### src/rtl/sim_pkg.sv
// Shared types and constants for the generation sequencer.
package sim_pkg;

    // Sequencer control states.
    typedef enum logic [1:0] {
        IDLE  = 2'd0,
        ISSUE = 2'd1,
        BUSY  = 2'd2
    } seq_state_t;

    // Default generation-counter width.
    localparam int unsigned CNT_W_DEFAULT = 16;

    // Default lowest divider bit used for tick generation.
    localparam int unsigned BASE_BIT_DEFAULT = 22;

    // Speed selector width and fastest setting.
    localparam int unsigned SPEED_W = 2;
    localparam logic [SPEED_W-1:0] SPEED_MAX = 2'd3;

    // Divider bits kept above BASE_BIT: one per speed step.
    localparam int unsigned DIV_EXTRA = 4;

    // Divider bit index for a given speed: slowest uses the highest bit.
    function automatic int unsigned speed_bit(input int unsigned base_bit,
                                              input logic [SPEED_W-1:0] speed);
        logic [SPEED_W-1:0] ofs;
        ofs = SPEED_MAX - speed;
        return base_bit + {{(32-SPEED_W){1'b0}}, ofs};
    endfunction

endpackage

### src/rtl/tick_gen.sv
// Free-running divider with a selectable tap and rising-edge tick output.
module tick_gen
    import sim_pkg::*;
#(
    parameter int unsigned BASE_BIT = BASE_BIT_DEFAULT
) (
    input  logic               clk,
    input  logic               rst_n,
    input  logic [SPEED_W-1:0] speed_sel,
    output logic               tick
);

    localparam int unsigned DIV_W = BASE_BIT + DIV_EXTRA;
    localparam int unsigned IDX_W = $clog2(DIV_W);

    logic [DIV_W-1:0] div_q;
    logic [IDX_W-1:0] sel_idx;
    logic             sel_bit;
    logic             samp_q;

    // Divider counts every cycle and wraps naturally.
    always_ff @(posedge clk or negedge rst_n) begin
        if (!rst_n) begin
            div_q <= '0;
        end else begin
            div_q <= div_q + DIV_W'(1);
        end
    end

    // Pick the divider tap for the current speed.
    always_comb begin
        sel_idx = IDX_W'(speed_bit(BASE_BIT, speed_sel));
        sel_bit = div_q[sel_idx];
    end

    // The sample always follows the currently selected tap, so a speed change
    // can raise at most one tick (new tap high against the old tap's sample).
    always_ff @(posedge clk or negedge rst_n) begin
        if (!rst_n) begin
            samp_q <= 1'b0;
        end else begin
            samp_q <= sel_bit;
        end
    end

    // One-cycle tick on the rising edge of the selected tap.
    always_comb begin
        tick = sel_bit & ~samp_q;
    end

endmodule

### src/rtl/sim_sequencer.sv
// Generation sequencer: issues start pulses on step edges or run ticks,
// waits for datapath completion and counts finished generations.
module sim_sequencer
    import sim_pkg::*;
#(
    parameter int unsigned BASE_BIT = BASE_BIT_DEFAULT,
    parameter int unsigned CNT_W    = CNT_W_DEFAULT
) (
    input  logic               clk,
    input  logic               rst_n,
    input  logic               run_sw,
    input  logic               step_btn,
    input  logic [SPEED_W-1:0] speed_sel,
    input  logic               clear,
    input  logic               gen_done,
    output logic               gen_start,
    output logic               busy,
    output logic [CNT_W-1:0]   gen_count,
    output logic               overrun
);

    seq_state_t       state_q, state_d;
    logic [CNT_W-1:0] gen_count_q, gen_count_d;
    logic             overrun_q, overrun_d;
    logic             step_q;
    logic             step_arm_q;
    logic             step_edge;
    logic             tick;
    logic             run_tick;

    tick_gen #(
        .BASE_BIT (BASE_BIT)
    ) u_tick_gen (
        .clk       (clk),
        .rst_n     (rst_n),
        .speed_sel (speed_sel),
        .tick      (tick)
    );

    // Step button history; the arm bit stays low until the button has been
    // seen low once, so a button held through reset is not taken as an edge.
    always_ff @(posedge clk or negedge rst_n) begin
        if (!rst_n) begin
            step_q     <= 1'b0;
            step_arm_q <= 1'b0;
        end else begin
            step_q     <= step_btn;
            step_arm_q <= step_arm_q | ~step_btn;
        end
    end

    // Request sources for the FSM.
    always_comb begin
        step_edge = step_btn & ~step_q & step_arm_q;
        run_tick  = tick & run_sw;
    end

    // State, counter and overrun registers.
    always_ff @(posedge clk or negedge rst_n) begin
        if (!rst_n) begin
            state_q     <= IDLE;
            gen_count_q <= '0;
            overrun_q   <= 1'b0;
        end else begin
            state_q     <= state_d;
            gen_count_q <= gen_count_d;
            overrun_q   <= overrun_d;
        end
    end

    // Next-state, start/busy outputs, counter and overrun updates.
    always_comb begin
        state_d     = state_q;
        gen_count_d = gen_count_q;
        overrun_d   = overrun_q;
        gen_start   = 1'b0;
        busy        = 1'b0;

        case (state_q)
            IDLE: begin
                // Step and tick together still yield a single issue.
                if (step_edge || run_tick) begin
                    state_d = ISSUE;
                end
            end
            ISSUE: begin
                gen_start = 1'b1;
                busy      = 1'b1;
                state_d   = BUSY;
                if (run_tick) begin
                    overrun_d = 1'b1;
                end
            end
            BUSY: begin
                busy = 1'b1;
                if (run_tick) begin
                    overrun_d = 1'b1;
                end
                if (gen_done) begin
                    gen_count_d = gen_count_q + CNT_W'(1);
                    state_d     = IDLE;
                end
            end
            default: begin
                state_d = IDLE;
            end
        endcase

        // Clear overrides any increment or overrun set in the same cycle.
        if (clear) begin
            gen_count_d = '0;
            overrun_d   = 1'b0;
        end
    end

    // Registered status outputs.
    always_comb begin
        gen_count = gen_count_q;
        overrun   = overrun_q;
    end

endmodule

### config.mk
export PLATFORM = sky130hd
export DESIGN_NAME = sim_sequencer
export DESIGN_NICKNAME = d
export VERILOG_FILES = /design/src/rtl/sim_pkg.sv /design/src/rtl/tick_gen.sv /design/src/rtl/sim_sequencer.sv
export SDC_FILE = /design/constraint.sdc
export NUM_CORES = 1
export LEC_CHECK = 0
export BUFFER_PORTS_ARGS = -buffer_cell sky130_fd_sc_hd__buf_2
export CORE_UTILIZATION = 30
export DETAILED_ROUTE_END_ITERATION = 10
export GPL_TIMING_DRIVEN = 1
export PLACE_DENSITY = 0.46
export SLEW_MARGIN = 20
export SYNTH_ARGS = -nofsm -noshare
export SYNTH_HDL_FRONTEND = slang
export SYNTH_SLANG_ARGS = --single-unit
export TNS_END_PERCENT = 50
### constraint.sdc
create_clock -name clk -period 2.2 [get_ports clk]
set_input_delay 0.11 -clock clk [delete_from_list [all_inputs] [get_ports clk]]
set_output_delay 0.11 -clock clk [all_outputs]
set_load 0.005 [all_outputs]
# == After elaboration in Yosys (flattened, before gate mapping) ==
# Cells that the tools add are included.
# totals
register_bits,48
inputBits,8
output_inout_bits,19
wordCells,47
# op_classes
n_addsub,4
order_cmp,1
eq_ne,4
mux,13
bitwise,8
n_reduce_logical,10
# ops
operator,count
$mux 16,3
$add 26x1->26 const B,1
$add 16x1->16 const B,1
$reduce_bool 2->1,4
$lt 5x6->1 const B,1
$mux 1,6
$pmux 2 s3,1
$reduce_and 2->1,3
$add 5x2->5 const A,1
$bmux 1 s5,1
$and 1x1->1,4
$mux 2,2
$ne 2x2->1 const B,2
$not 1->1,3
$eq 2x1->1 const B,1
$eq 2x2->1 const B,1
$logic_not 2->1,1
$reduce_or 2->1,1
$sub 2x2->2 const A,1
$logic_or 1x1->1,1
$or 1x1->1,1

# == Longest topological paths before layout ==
# Gate-level depths: netlist of run 1.
# depth
depth_word,9
ltp_mapped,6
ltp_nobuf,6

# == Hierarchy ==
# Synthesis of run 1 repeated with hierarchy kept, for this count alone.
# hier_totals
hier_cells,205
hier_area_um2,2250.9
# modules_own_cells
module,n_inst,cells_per_inst,area_per_inst_um2,seq_area_each_um2
tick_gen,1,101,1194.9,675.6
sim_sequencer,1,104,1056.0,525.5

# == Worst setup path before layout of run 1 ==
# OpenSTA, ideal clock, no wires.
# synth_timing
kind,register -> register
start,register state_q[0]
end,"register gen_count_q[13], in the netlist gen_count[13]"
setup_ps,77
t_arrival_ps,1752
t_required_ps,2123
slack_ps,371
stages_incl_launch_ff,7
path_buffers,0
period_less_slack_ps,1829
path_cell_list,dfrtp_1 inv_1 ha_1 a21oi_1 or3_1 or4_1 a21oi_1
# synth_via
elab_chain_cells,3
# synth_rtl
item,line_no,source
"start, declared",sim_sequencer.sv:22,"seq_state_t state_q, state_d;"
"start signal, assigned",sim_sequencer.sv:65,state_q <= state_d;
$eq 2x2->1,sim_sequencer.sv:79,case (state_q)
$reduce_bool 2->1 (no line),--,
$reduce_and 2->1 (no line),--,
"end signal, assigned",sim_sequencer.sv:66,gen_count_q <= gen_count_d;
"end, declared",sim_sequencer.sv:23,"logic [CNT_W-1:0] gen_count_q, gen_count_d;"
# Every way passes these cells.
# A chain may end at the register's enable or synchronous reset.

# == Worst setup path in the final report of run 1 ==
# layout_timing
start,register state_q[0]
end,"register gen_count_q[15], in the netlist gen_count[15]"
# The elaborated chain is that of the path after synthesis.

==> run_results.csv, run 1 <==
group,metric,value,unit
cells_and_area,fillCellCount,778,
die,num_io_pins,27,
cells_and_area,regArea,0.00120,mm²
pwr,p_seq_share,56.1,%
worst_setup_path,worst_setup_path_end_kind,"register",
status,status,"finished clean",
die,die_h,89.3,µm
worst_setup_path,path_cells,"inv_1, ha_1, a21oi_1, or3_1, or4_1, a21oi_1",
sta,rsz0062_at_grt,"false",
worst_setup_path,path_class,"register to register",
worst_setup_path,crit_fanout,4,
synthesis,yosysSeqAreaShare,52.5,%
sta,hold_violations,0,
sta,period_share,84.9,%
grt,grt_pass1_vias,1620,
die,die_x,89.3,µm
grt,grt_pass1_wl,7.34,mm
synthesis,syn_inst,207,
grt,grt_max_degree,49,
synthesis,ys_warn_count,0,
clocking,cts_setup_buffers,0,
die,core_area,0.00729,mm²
cells_and_area,finalNetCount,256,
sta,post-route-min-period,1.87,ns
synthesis,synth_fa_ha_area_share,3.28,%
detailed_routing,dr.pass1.iters,4,
worst_setup_path,r2r_slack,0.33,ns
sta,finClkSkew,0.0112,ns
sta,worstMarginPinSlew,0.615,ns
clocking,cts_tree,"done",
sta,finalSetupViolations,0,
worst_setup_path,worstPathArrival,2.09,ns
pwr,switching_power,0.000422,W
synthesis,synth-seq-cells,48,
cells_and_area,multiInputGateArea,0.00103,mm²
detailed_routing,routed_wl,4.32,mm
synthesis,synth_xor_area_share,13.4,%
synthesis,synth_compound_area_share,3.34,%
die,die_area,0.00798,mm²
sta,drv_slew,0,
detailed_routing,vias,1573,
cells_and_area,stdcell_count,341,
sta,slew_headroom,59.0,%
worst_setup_path,critical-path-top-delay-family,"simple AND/OR/NAND/NOR gates",
die,rows,31,
sta,finalSetupTns,0,ns
detailed_routing,drcViolationCount,0,
pwr,power_frac_comb,13.5,%
synthesis,synth_top_family_by_area,"simple AND/OR/NAND/NOR gates",
detailed_routing,post_drt_wl_per_cell,12.7,µm
clocking,clk_pin_slew,0.09,ns
synthesis,synth.cell_area,0.00229,mm²
synthesis,syn_nets,221,
synthesis,synthDistinctLibCells,36,
pwr,swShare,25.6,%
worst_setup_path,crit_path_top_delay_cell,"or4_1",
hold_path,min_path_type,"input port to register",
sta,hold_slack,0.111,ns
placement,port_buffers,26,
clocking,cts_buffers,5,
clocking,cts_htree_levels,2,
synthesis,postSynthAreaPerCell,11.0,µm²
cells_and_area,final_common_cell,"dfrtp_1",
clocking,root_buffer,"clkbuf_8",
detailed_routing,ant_nets,0,
clocking,cts_buffer_depth,2,
clocking,cts_sinks,48,
grt,antenna_found_initial,0,
grt,track_usage,12.2,%
grt,overflow,0,
worst_setup_path,worst-path-buf-inv,1,
synthesis,muxShareOfSynthArea,1.97,%
clocking,clk_latency,0.30,ns
synthesis,synthFlopType,"dfrtp_1",
placement,dp_hpwl,2.99,mm
pwr,clkPwrFrac,30.3,%
worst_setup_path,crit_required,2.42,ns
job,drv_cap,0,
pwr,p_int,0.00123,W
synthesis,synth_edf_count,0,
worst_setup_path,cp_common_cell,"a21oi_1",
pwr,power_density,624,mW/mm²
synthesis,synth_simple_gate_area_share,23.1,%
cells_and_area,layout-drive-gt1-share,19.0,%
placement,gp_congestion,0.710,
detailed_routing,first_iter_violations,60,
cells_and_area,layout_common_cells,"dfrtp_1, buf_2, xor2_1, nor2_1",
die,start_util,31.4,%
worst_setup_path,slowest_delay,0.48,ns
synthesis,async_reset_ff_share,100,%
detailed_routing,vias_per_cell,4.61,
pwr,leakagePower,1.25,nW
sta,fmax,536,MHz
worst_setup_path,start_kind,"register",
placement,place_inst,332,
cells_and_area,diodes,0,
cells_and_area,area_growth,15.5,%
pwr,ir_drop,0.000236,V
==> synth_stat cells, types with 4 or more instances <==
library cell,count,area share (%)
nor3_1,7,1.5
dfrtp_1,48,53
or3_1,4,1.1
nor2_1,18,3.0
nand3_1,17,3.7
inv_1,9,1.5
ha_1,6,3.3
xor2_1,18,6.9
nand4_1,5,1.4
xnor2_1,17,6.5
nor4_1,4,1.1
a21oi_1,6,1.3
and4_1,4,1.5
nand2_1,16,2.6
==> power groups by stage <==
stage	Sequential, W	Clock (W)	Combinational [W]
after floorplan	0.000939	0	0.000125
after global placement	0.000941	0	0.000223
after detailed placement	0.000943	0	0.000229
after CTS	0.000925	0.000530	0.000231
after global routing	0.000927	0.000555	0.000256
final	0.000925	0.000500	0.000223
==> state kept, by name, summed over array words and instances, names as in the netlist <==
name,cells
step_arm_q,1
overrun,1
gen_count,16
u_tick_gen.samp_q,1
state_q,2
step_q,1
u_tick_gen.div_q,26
==> final timing paths <==
path	start	to	depth (start not counted)
worst max register to register	state_q[0]	gen_count[15]	6
worst max-delay path	state_q[0]	gen_count[15]	6
max in group asynchronous	rst_n	u_tick_gen.div_q[10]	3
worst min register to register	u_tick_gen.div_q[18]	u_tick_gen.div_q[18]	1
min in group asynchronous	rst_n	gen_count[0]	3
worst min-delay path	run_sw	overrun	3
==> repair_timing <==
| action | 4_1_cts | 5_1_grt |
|---|---|---|
| hold endpoints to repair | 50 | 0 |
| hold buffers | 2 | 0 |
| gates resized for setup | 0 | 0 |
==> through the flow <==
step | setup slack, ns | cell area (µm²) | power, W | util, %
2_1_floorplan | 0.371 | 2290 | 0.00106 | -
3_3_place_gp | 0.411 | 2540 | 0.00116 | 34.9
3_5_place_dp | 0.358 | 2540 | 0.00117 | 34.9
4_1_cts | 0.334 | 2640 | 0.00169 | 36.2
5_1_grt | 0.222 | 2640 | 0.00174 | 36.2
6_report | 0.333 | 2640 | 0.00165 | 36.2
==> layer usage <==
layer  track usage (%)  vias to the layer above  share of wire, %
li1                  -                      791                 -
met1              14.6                      754                47
met2              21.4                       22                48
met3              3.14                        6               4.3
met4              3.90                        0               1.3
met5                 0                        -                 0
==> worst reg2reg max path, stage by stage, from the launching register on <==
cell     delay (ns)
dfrtp_1        0.40
inv_1          0.10
ha_1           0.18
a21oi_1        0.09
or3_1          0.37
or4_1          0.48
a21oi_1        0.16
==> cell type report <==
class                   count  area share [%]
flip-flops and latches     48            45.5
clock inverters             1           0.189
inverters                   9            1.28
multi-input cells         147            39.1
clock buffers               6            2.75
well taps                  99            4.69
repair buffers             31            6.54
==> kinds of logic after synthesis <==
family / after synthesis
AO/OA/AOI/OAI: 12
buffers and inverters: 12
adder cells (fa/ha/maj): 6
multiplexers: 3
flip-flops: 48
XOR/XNOR: 35
AND/OR/NAND/NOR: 91
Note: power is estimated with default switching activity, not from simulation.
==> run 2: changes to the inputs <==
Settings changed: PLACE_DENSITY 0.46 to 0.47.
Clock period 2.2 ns to 1.7 ns, I/O delays scaled along.
==> run 2 against run 1 <==
Die area unchanged. Clock power is 43% higher. Register-to-register slack got worse by 0.30 ns. Clock-buffer cell count increased by 1. Highest routed layer unchanged. Via count is 3.2% higher. Critical path type unchanged. Maximum frequency grew 12%. Non-clock buffer count increased by 20.
==> run_results.csv, run 2 (synthesized netlist as in run 1, its figures left out) <==
group,metric,value,unit
detailed_routing,post_drt_wl_per_cell,12.3,µm
sta,rsz0062_at_grt,"true",
detailed_routing,vias,1624,
detailed_routing,dr.pass1.iters,3,
clocking,cts_buffer_depth,2,
worst_setup_path,crit_fanout,4,
clocking,cts_htree_levels,2,
detailed_routing,wl_met3,144,µm
worst_setup_path,crit_required,1.94,ns
clocking,root_buffer,"clkbuf_8",
die,start_util,31.4,%
clocking,clk_latency,0.31,ns
status,status,"finished clean",
die,die_area,0.00798,mm²
detailed_routing,drcViolationCount,0,
grt,track_usage,12.7,%
grt,grt_pass1_vias,1635,
hold_path,min_path_type,"input port to register",
worst_setup_path,path_class,"register to register",
clocking,cts_buffers,5,
die,die_x,89.3,µm
detailed_routing,ant_nets,0,
clocking,cts_sinks,48,
cells_and_area,fillCellCount,758,
detailed_routing,routed.top_layer,"met4",
placement,gp_congestion,0.722,
sta,fmax,599,MHz
worst_setup_path,critical-path-top-delay-family,"simple AND/OR/NAND/NOR gates",
cells_and_area,design_area,0.00285,mm²
die,num_io_pins,27,
cells_and_area,final_common_cell,"dfrtp_1",
pwr,total_power,0.00227,W
sta,period_share,98.2,%
sta,post-route-min-period,1.67,ns
detailed_routing,routed_wl,4.47,mm
grt,overflow,0,
grt,antenna_found_initial,0,
detailed_routing,met1_length,2.23,mm
worst_setup_path,path_cells,"inv_2, ha_4, a21oi_2, or3_4, or4_4, a21oi_2",
worst_setup_path,worst_setup_path_end_kind,"register",
grt,grt_max_degree,21,
pwr,leakagePower,1.36,nW
worst_setup_path,worstPathArrival,1.91,ns
sta,drv_slew,0,
pwr,ir_drop,0.000386,V
worst_setup_path,start_kind,"register",
worst_setup_path,slowest_delay,0.48,ns
cells_and_area,layout_common_cells,"dfrtp_1, buf_2, buf_4, xor2_1, nor2_1",
sta,hold_violations,0,
job,drv_cap,0,
detailed_routing,first_iter_violations,39,
die,die_h,89.3,µm
placement,dp_hpwl,3.31,mm
die,core_area,0.00729,mm²
clocking,cts_tree,"done",
cells_and_area,diodes,0,
cells_and_area,largest_reg_flops,26,
placement,place_inst,351,
clocking,clk_pin_slew,0.09,ns
sta,finClkSkew,0.0139,ns
worst_setup_path,worst-path-buf-inv,1,
detailed_routing,met2WireLength,2.02,mm
grt,grt_pass1_wl,7.64,mm
cells_and_area,layout-drive-gt1-share,28.9,%
placement,placed_area,0.00271,mm²
cells_and_area,area_growth,24.6,%
sta,slew_headroom,72.7,%
worst_setup_path,cp_common_cell,"a21oi_2",
sta,finalSetupViolations,0,
cells_and_area,regMostFlops,"u_tick_gen.div_q",
placement,port_buffers,26,
cells_and_area,stdcell_count,362,
die,rows,31,
detailed_routing,vias_per_cell,4.49,
cells_and_area,finalNetCount,276,
sta,worstMarginPinSlew,0.409,ns
pwr,power_density,795,mW/mm²
worst_setup_path,crit_path_top_delay_cell,"or4_4",
## run 2: changes by cell type in the layout (fill, tap and decap cells not counted), moves of 2 or more
cell	change
or4_4	+2
or4_1	-2
a21oi_1	-3
buf_4	+20
a21oi_2	+3
## run 2: power breakdown
group	switching, W	leakage [nW]	total (W)	internal, W
registers	0.0000292	0.645	0.00120	0.00117
logic	0.000168	0.667	0.000351	0.000183
clock network	0.000383	0.0445	0.000714	0.000331
## run 2: metrics by stage
| stage | util, % | TNS, ns | worst slack [ns] | hold slack, ns |
|---|---|---|---|---|
| after floorplan | - | -0.00287 | -0.00149 | -0.211 |
| after detailed placement | 37.1 | 0 | 0.00615 | 0.0471 |
| after CTS | 38.8 | 0 | 0.00782 | 0.0658 |
| after global placement | 37.1 | 0 | 0.0322 | 0.0406 |
| final | 39.1 | 0 | 0.0299 | 0.0695 |
| after global routing | 39.1 | -0.170 | -0.0471 | 0.0867 |
## run 2: final cells by class
| cell class | count | area, µm² | area share (%) |
|---|---|---|---|
| Timing Repair Buffer | 51 | 323 | 11.3 |
| Clock buffer | 7 | 86.3 | 3.03 |
| Inverter | 9 | 33.8 | 1.19 |
| Sequential cell | 48 | 1200 | 42.1 |
| Tap cell | 99 | 124 | 4.35 |
| Clock inverter | 1 | 7.51 | 0.263 |
| Multi-Input combinational cell | 147 | 1070 | 37.7 |
## run 2: worst paths after layout
path,from,to,slack [ns],cells past startpoint
max in group asynchronous,rst_n,u_tick_gen.div_q[1],0.83,3
hold / removal,run_sw,overrun,0.07,3
setup / recovery,state_q[0],gen_count[15],0.03,6
hold reg to reg,u_tick_gen.div_q[12],u_tick_gen.div_q[12],0.47,1
setup reg to reg,state_q[0],gen_count[15],0.03,6
min in group asynchronous,rst_n,overrun,0.24,2
## run 2: repair_timing
item	CTS	global route
setup buffers	1	0
hold buffers	2	0
resized for setup	0	5
pin swaps	2	1
hold endpoints to repair	18	0
setup endpoints to repair	2	6
## run 2: worst reg2reg max path, cell delays in order (launching register included)
cell     delay [ns]
dfrtp_1        0.40
inv_2          0.08
ha_4           0.13
a21oi_2        0.05
or3_4          0.35
or4_4          0.49
a21oi_2        0.13
## run 2: routing by layer
layer,up-vias,track usage (%)
met4,0,4.76
met1,763,16.7
li1,829,-
met2,25,20.5
met5,-,0
met3,7,2.86
==> run 3: changes to the inputs <==
Settings changed: CORE_ASPECT_RATIO set to 1.1.
==> run 3 against run 2 <==
First-iteration DRC count is 21% lower. Hold slack better by 0.016 ns. Clock power is 2% lower. Critical path depth stayed put. Clock skew is 0.0072 ns lower. Combinational power is 5% higher. Worst setup slack hardly changed. Core utilization is 0.23 points lower. Sequential share of layout area is 0.55 points lower. Final cell count is 2.8% lower. Maximum frequency hardly changed. Largest cell class unchanged. Highest routed layer unchanged.
==> run_results.csv, run 3 (synthesized netlist as in run 1, its figures left out) <==
group,metric,value,unit
cells_and_area,fillCellCount,752,
sta,fmax,599,MHz
pwr,ir_drop,0.000262,V
cells_and_area,finalNetCount,278,
grt,met1_usage,14.5,%
hold_path,min_path_type,"input port to register",
clocking,cts_buffers,5,
clocking,cts_buffer_depth,2,
placement,gp_congestion,0.696,
detailed_routing,post_drt_wl_per_cell,12.5,µm
detailed_routing,routed_wl,4.38,mm
clocking,clk_latency,0.30,ns
detailed_routing,drcViolationCount,0,
job,drv_cap,0,
worst_setup_path,worstPathArrival,1.90,ns
worst_setup_path,crit_required,1.93,ns
sta,rsz0062_at_grt,"true",
sta,post-route-min-period,1.67,ns
die,num_io_pins,27,
die,die_area,0.00798,mm²
detailed_routing,dr.pass1.iters,4,
detailed_routing,ant_nets,0,
worst_setup_path,worst_setup_path_end_kind,"register",
pwr,leakagePower,1.38,nW
clocking,root_buffer,"clkbuf_8",
sta,finalSetupTns,0,ns
placement,pre_cts_ws,0.0150,ns
placement,port_buffers,26,
die,core_area,0.00743,mm²
die,rows,33,
pwr,power_density,786,mW/mm²
cells_and_area,layout_common_cells,"dfrtp_1, buf_2, buf_4, xor2_1, nor2_1",
grt,overflow,0,
die,start_util,30.8,%
grt,met3_usage,3.27,%
worst_setup_path,path_class,"register to register",
sta,finClkSkew,0.00674,ns
sta,hold_violations,0,
sta,worst_slack,0.0299,ns
detailed_routing,vias,1667,
grt,grt_pass1_wl,7.65,mm
sta,slew_headroom,71.7,%
worst_setup_path,start_kind,"register",
grt,grt_max_degree,49,
clocking,clk_pin_slew,0.09,ns
cells_and_area,layout-drive-gt1-share,30.9,%
grt,antenna_found_initial,0,
status,status,"finished clean",
sta,period_share,98.2,%
grt,met2_usage,21.4,%
worst_setup_path,path_cells,"inv_2, ha_4, a21oi_4, or3_4, or4_4, a21oi_2",
grt,track_usage,12.3,%
clocking,cts_tree,"done",
cells_and_area,regMostFlops,"u_tick_gen.div_q",
cells_and_area,largest_reg_flops,26,
die,die_h,93.6,µm
cells_and_area,diodes,0,
worst_setup_path,slowest_delay,0.48,ns
detailed_routing,vias_per_cell,4.74,
sta,finalSetupViolations,0,
detailed_routing,first_iter_violations,31,
placement,dp_hpwl,3.08,mm
grt,grt-busiest-layer,"met2",
grt,grt_pass1_vias,1669,
cells_and_area,area_growth,26.3,%
worst_setup_path,crit_fanout,4,
sta,drv_slew,0,
worst_setup_path,r2r_slack,0.03,ns
sta,worstMarginPinSlew,0.424,ns
clocking,cts_sinks,48,
cells_and_area,final_common_cell,"dfrtp_1",
worst_setup_path,crit_path_top_delay_cell,"or4_4",
clocking,cts_htree_levels,2,
die,die_x,85.3,µm
## run 3: cell types whose count changed in the layout (fill, tap and decap cells not counted), moves of 2 or more
| cell | previous run | this run |
|---|---|---|
| nor4_1 | 4 | 1 |
| nor4_2 | 2 | 5 |
| clkinv_2 | 0 | 2 |
| or3_1 | 3 | 1 |
| or3_4 | 1 | 3 |
## run 3: final cells by class
| cell class | count | area, µm² | share of cell area, % |
|---|---|---|---|
| Inverter | 9 | 33.8 | 1.17 |
| Clock buffer | 6 | 82.6 | 2.86 |
| Tap cell | 87 | 109 | 3.77 |
| Multi-Input combinational cell | 147 | 1100 | 38.1 |
| Timing Repair Buffer | 53 | 350 | 12.1 |
| Clock inverter | 2 | 10.0 | 0.347 |
| Sequential cell | 48 | 1200 | 41.6 |
## run 3: path summary, 6_finish.rpt
check,start,end,depth (start not counted)
min in group asynchronous,rst_n,gen_count[12],3
hold reg to reg,u_tick_gen.div_q[12],u_tick_gen.div_q[12],1
setup / recovery,state_q[0],gen_count[15],6
setup reg to reg,state_q[0],gen_count[15],6
hold / removal,run_sw,overrun,3
max in group asynchronous,rst_n,u_tick_gen.div_q[14],3
## run 3: per-layer routing
metal	up-vias	wire (µm)
met5	-	0
met4	0	75
met3	7	131
met2	24	2220
met1	805	1960
li1	831	-
## run 3: what timing repair did
| item | in CTS | in global routing |
|---|---|---|
| gates resized for setup | 0 | 9 |
| hold endpoints to repair | 50 | 0 |
| setup endpoints to repair | 1 | 6 |
| pin swaps | 2 | 2 |
| hold buffers | 2 | 0 |
| setup buffers | 1 | 1 |
## run 3: report_power, final
group	total (W)	leakage [nW]	switching, W	internal (W)
Clock	0.000702	0.0510	0.000377	0.000325
Sequential	0.00120	0.645	0.0000278	0.00117
Combinational	0.000369	0.682	0.000176	0.000193
## run 3: critical path, delay by kind of cell, from the launching register on
family | cells | cell delay [ns]
simple gates | 2 | 0.82
flops | 1 | 0.39
compound gates | 2 | 0.17
fa+ha+maj | 1 | 0.14
buf+inv | 1 | 0.08
## run 3: stage by stage
| step | hold slack (ns) | utilization, % | area [µm²] | instances | total power [W] |
|---|---|---|---|---|---|
| finish | 0.0852 | 38.9 | 2890 | 352 | 0.00227 |
| global route | 0.0911 | 38.9 | 2890 | 352 | 0.00242 |
| CTS | 0.0689 | 38.1 | 2830 | 351 | 0.00232 |
| detailed placement | 0.0959 | 36.5 | 2710 | 340 | 0.00157 |
| global placement | 0.0980 | 36.5 | 2710 | 340 | 0.00156 |
| floorplan | -0.211 | - | 2310 | 207 | 0.00140 |
